<file path="config.mk">
export PLATFORM = sky130hd
export DESIGN_NAME = spi_txn_scheduler
export DESIGN_NICKNAME = d
export VERILOG_FILES = /design/src/rtl/spi_txn_scheduler.sv
export SDC_FILE = /design/constraint.sdc
export NUM_CORES = 1
export LEC_CHECK = 0
export ABC_AREA = 1
export CAP_MARGIN = 20
export CORE_UTILIZATION = 48
export DETAILED_ROUTE_END_ITERATION = 6
export PLACE_DENSITY = 0.86
export REMOVE_ABC_BUFFERS = 1
export SYNTH_ARGS = -nofsm -noshare
export SYNTH_HDL_FRONTEND = slang
export SYNTH_SLANG_ARGS = --single-unit
</file>
<file path="constraint.sdc">
create_clock -name clk -period 4.75 [get_ports clk]
set_input_delay 0.95 -clock clk [delete_from_list [all_inputs] [get_ports clk]]
set_output_delay 0.95 -clock clk [all_outputs]
set_load 0.02 [all_outputs]
</file>
<file path="src/rtl/spi_txn_scheduler.sv">
// Round-robin burst scheduler in front of the SPI master datapath.
// Drives one active-low slave select per requester and moves bytes via SPDR.
module spi_txn_scheduler #(
   parameter int NREQ      = 4,
   parameter int SETUP_CYC = 2,
   parameter int GAP_CYC   = 3,
   parameter int TIMEOUT   = 1024
) (
   input  logic                    clk,
   input  logic                    rst,
   input  logic [NREQ-1:0]         req,
   input  logic [4*NREQ-1:0]       req_len,
   input  logic [8*NREQ-1:0]       req_tx_data,
   output logic [NREQ-1:0]         grant,
   output logic [NREQ-1:0]         tx_ack,
   output logic                    rx_valid,
   output logic [7:0]              rx_data,
   output logic [$clog2(NREQ)-1:0] rx_id,
   output logic                    err,
   output logic                    busy,
   output logic [NREQ-1:0]         ss_n,
   output logic                    spdr_we,
   output logic [7:0]              spdr_wdata,
   input  logic [7:0]              spdr_rdata,
   input  logic                    spif
);
   localparam int IDW = $clog2(NREQ);
   localparam int TW  = $clog2(TIMEOUT + 1);

   typedef enum logic [2:0] {
      IDLE, SETUP, LOAD, WAIT, CAPTURE, GAP
   } state_t;

   state_t          state, state_d;
   logic [TW-1:0]   cnt, cnt_d;
   logic [3:0]      blen, blen_d;
   logic [IDW-1:0]  ptr, ptr_d, id_d, sel, idx, nxt;
   logic [NREQ-1:0] grant_d;
   logic [7:0]      rdat_d;
   logic            spif_q, rise, found, tmo;
   logic [3:0]      len_arr [NREQ];
   logic [7:0]      tx_arr  [NREQ];

   for (genvar g = 0; g < NREQ; g++) begin : g_slice
      assign len_arr[g] = req_len[4*g +: 4];
      assign tx_arr[g]  = req_tx_data[8*g +: 8];
   end

   // rx_id doubles as the granted index for the whole burst
   assign rise = spif & ~spif_q;
   assign tmo  = (cnt == TW'(TIMEOUT));
   assign nxt  = (rx_id == IDW'(NREQ - 1)) ? '0 : rx_id + IDW'(1);

   always_comb begin
      sel   = '0;
      idx   = '0;
      found = 1'b0;
      for (int k = 0; k < NREQ; k++) begin
         idx = IDW'((int'(ptr) + k) % NREQ);
         if (!found && req[idx]) begin
            found = 1'b1;
            sel   = idx;
         end
      end
   end

   always_comb begin
      state_d = state;
      cnt_d   = cnt;
      blen_d  = blen;
      ptr_d   = ptr;
      grant_d = grant;
      id_d    = rx_id;
      rdat_d  = rx_data;
      unique case (state)
         IDLE: begin
            if (found) begin
               grant_d      = '0;
               grant_d[sel] = 1'b1;
               id_d         = sel;
               blen_d       = len_arr[sel];
               cnt_d        = '0;
               state_d      = SETUP;
            end
         end
         SETUP: begin
            if (cnt == TW'(SETUP_CYC - 1)) begin
               cnt_d   = '0;
               state_d = LOAD;
            end else begin
               cnt_d = cnt + TW'(1);
            end
         end
         LOAD: begin
            cnt_d   = '0;
            state_d = WAIT;
         end
         WAIT: begin
            if (rise) begin
               rdat_d  = spdr_rdata;
               state_d = CAPTURE;
            end else if (tmo) begin
               grant_d = '0;
               ptr_d   = nxt;
               cnt_d   = '0;
               state_d = GAP;
            end else begin
               cnt_d = cnt + TW'(1);
            end
         end
         CAPTURE: begin
            if (blen == 4'd0) begin
               grant_d = '0;
               ptr_d   = nxt;
               cnt_d   = '0;
               state_d = GAP;
            end else begin
               blen_d  = blen - 4'd1;
               state_d = LOAD;
            end
         end
         GAP: begin
            if (cnt == TW'(GAP_CYC - 1)) begin
               cnt_d   = '0;
               state_d = IDLE;
            end else begin
               cnt_d = cnt + TW'(1);
            end
         end
         default: state_d = IDLE;
      endcase
   end

   always_ff @(posedge clk) begin
      if (!rst) begin
         state   <= IDLE;
         cnt     <= '0;
         blen    <= '0;
         ptr     <= '0;
         grant   <= '0;
         rx_id   <= '0;
         rx_data <= '0;
         spif_q  <= 1'b0;
      end else begin
         state   <= state_d;
         cnt     <= cnt_d;
         blen    <= blen_d;
         ptr     <= ptr_d;
         grant   <= grant_d;
         rx_id   <= id_d;
         rx_data <= rdat_d;
         spif_q  <= spif;
      end
   end

   assign busy       = (state != IDLE);
   assign spdr_we    = (state == LOAD);
   assign tx_ack     = spdr_we ? grant : '0;
   assign spdr_wdata = spdr_we ? tx_arr[rx_id] : '0;
   assign rx_valid   = (state == CAPTURE);
   assign err        = (state == WAIT) && !rise && tmo;
   assign ss_n       = ~grant;

endmodule
</file>
==> metrics <==
status completed; vias in the first global route between 2000 and 3000; Cell Count, Final, Fillers Out between 500 and 600; Avg Inst Size Synth 6.20 sq um; sw frac around half; Placeable Area a little over 0.005 sq mm; Post-CTS Resized 0; H-Tree Depth 2; Via-to-Cell Ratio roughly 5.0; met1 Usage GRT a little over a quarter; sequential cell area roughly 700 sq um; # IOs 97; internal cell power 851 uW; Synth Flop Type dfxtp_1; number of synthesized flops with an enable pin 0; setup ws final about 1.4 ns; Final Hold Fails 0; Leakage Power ~0.0016 uW; sequential power share ~25%; clock period minus worst slack about 3.4 ns; CTS max path bufs 2; Initial Utilization 50.0%; Multi-input gate area approximately 0.0016 sq mm; first-pass GRT wire length 10700 um; All-Layer GR Usage between 20 and 25%; Worst slew margin between 50% and 60%; ANT nets after route 0; port buffer count between 90 and 100; max cap viols 0; synth unique cells 38; WS Path Type primary input to output port; clk slew on worst S/H paths about 0.060 ns; met3 Use GR between 5 and 6%; Net Sw Power around 840 uW; Final HPWL DP about 5300 um; CTS sink cnt 35; Die Footprint 0.00565 sq mm; Max VDD drop 0.264 mV; Worst Tran Pin Value 0.743 ns; FILL cells between 400 and 500; die extent in x roughly 75 um; Nets roughly 580; register area share after synthesis between 20% and 30%; YS warnings 0; CTS tree built; Max Clk Rate just under 300 MHz; GRT overflow 0; antenna fix cells 0; Cells after DPL 570; DRC 0; row cnt 26; mapped cell area 0.00257 sq mm; Clock Latency Late Sink about 0.29 ns; WP data required 3.80 ns; DR iter-0 viols 89; Critical Path AT between 2 and 2.5 ns; Cells after Synth 414; Setup crit end kind output port; initial antenna violation count 0; share of cells above drive strength 1 under 10%; clock root cell clkbuf_8; final worst-path cycle share 71.3%; Pre-antenna DRT Iters 4; Comb power frac about 62%; post-placement setup slack ~1.4 ns; Slew Limit Fails 0; Fin Clk Skew between 0.01 and 0.015 ns; crit path launch type primary input; total design power between 1500 and 2000 uW; R2R Setup Slk 2.31 ns; # setup viols final 0; post-route setup TNS 0 ns; busiest grt layer met2; cts hold-fix bufs 0; largest net degree at the start of global routing 22; crit-path max FO 1; CTS buffer count 5; grt met2 use approximately 46%; RSZ-0062 raised after global routing false; Routed Wire Length a little under 7000 um; Async S/R FF share, synth 0%; Pwr Density between 400 and 500 mW/mm^2; layout overhead on the synthesized area 41.8%; Placer Congestion 0.883; clock power share between 10% and 20%; min-delay worst type flip-flop to flip-flop; via count approximately 2900; Die H ~75 um; FF+latch count, synth 35; WL/cell about 12 um; setup bufs post-CTS 0
path summary, 6_finish.rpt:
kind,start,to,depth (start not counted)
worst max-delay path,req_tx_data[5],spdr_wdata[5],6
worst min-delay path,cnt[4]$_SDFFE_PN0P_,cnt[4]$_SDFFE_PN0P_,1
worst max register to register,ptr[0]$_SDFFE_PN0P_,cnt[4]$_SDFFE_PN0P_,12
worst min register to register,cnt[4]$_SDFFE_PN0P_,cnt[4]$_SDFFE_PN0P_,1
worst max-delay path: stages:
cell             delay (ns)
clkdlybuf4s50_1        0.45
nor2_1                 0.04
nor2_1                 0.11
o21ai_0                0.10
a21oi_1                0.17
clkdlybuf4s50_1        0.62
layout by cell type, fill, tap and decap left out, types with 2 or more instances in the layout:
| master | Yosys | final |
|---|---|---|
| clkdlybuf4s50_1 | 0 | 96 |
| nor2_1 | 83 | 83 |
| dfxtp_1 | 35 | 35 |
| nand4_1 | 4 | 4 |
| ha_1 | 6 | 6 |
| inv_2 | 9 | 9 |
| nor3b_2 | 4 | 4 |
| nand2_4 | 3 | 3 |
| o21ai_0 | 37 | 37 |
| inv_1 | 48 | 48 |
| a211oi_2 | 2 | 2 |
| nor3_1 | 4 | 4 |
| clkbuf_8 | 0 | 5 |
| nand2_1 | 87 | 87 |
| nand3_4 | 2 | 2 |
| o21ai_2 | 2 | 2 |
| xor2_1 | 3 | 3 |
| nor2_2 | 4 | 4 |
| nand3_1 | 20 | 20 |
| a21oi_1 | 25 | 25 |
| nand2_2 | 9 | 9 |
| o21a_1 | 2 | 2 |
sequential cells by signal (all words and copies together), names as in the netlist:
register  flops
grant         4
state         3
ptr           2
spif_q        1
blen          4
cnt          11
rx_id         2
rx_data       8
cells by family (layout without fill, tap and decap cells):
| group | after synthesis | after routing | synth area share [%] |
|---|---|---|---|
| adders and majority gates | 6 | 6 | 2.92 |
| AOI/OAI and AO/OA | 77 | 77 | 17.0 |
| xor gates and xnor gates | 3 | 3 | 1.02 |
| DFF | 35 | 35 | 27.3 |
| buffers and inverters | 69 | 163 | 11.3 |
| and+or+nand+nor | 224 | 224 | 40.5 |
cell type report:
class                   count  area share, %
flip-flops and latches     35           19.2
clock buffers               6           1.99
well taps                  70           2.41
multi-input cells         310           43.3
inverters                  59           6.29
repair buffers             96           26.4
clock inverters             2          0.344
per-stage QoR:
stage | area [sq um] | utilization (%) | hold WS [ns]
floorplan | 2510 | - | 0.440
global placement | 3560 | 69.2 | 0.452
detailed placement | 3560 | 69.2 | 0.453
CTS | 3640 | 70.8 | 0.469
global route | 3640 | 70.8 | 0.483
finish | 3640 | 70.8 | 0.463
power by group through the flow:
stage / registers (uW) / logic (uW) / clock network [uW]
after floorplan: 442 / 709 / 0
after global placement: 432 / 1020 / 0
after detailed placement: 435 / 1050 / 0
after CTS: 429 / 1060 / 216
after global routing: 438 / 1170 / 226
final: 430 / 1050 / 211
per-layer routing:
layer  vias to the layer above  wire length (um)
met3                         7               490
met1                      1275              2970
li1                       1501                 -
met5                         -                 0
met2                        94              3300
met4                         0                82
cell usage after synthesis (all sizes together), types with 2 or more instances:
library cell  instances  area (sq um)
nand2                99           417
xor2                  3          26.3
clkbuf                5          18.8
buf                   5          41.3
o21a                  2          15.0
inv                  59           229
a211oi                3          32.5
ha                    6          75.1
o21ai                40           208
nor3b                 4          50.1
a21oi                26           134
nand4                 4          25.0
nand3                23           145
nor2                 89           368
dfxtp                35           701
nor3                  5          36.3
Note: power is estimated with default switching activity, not from simulation.
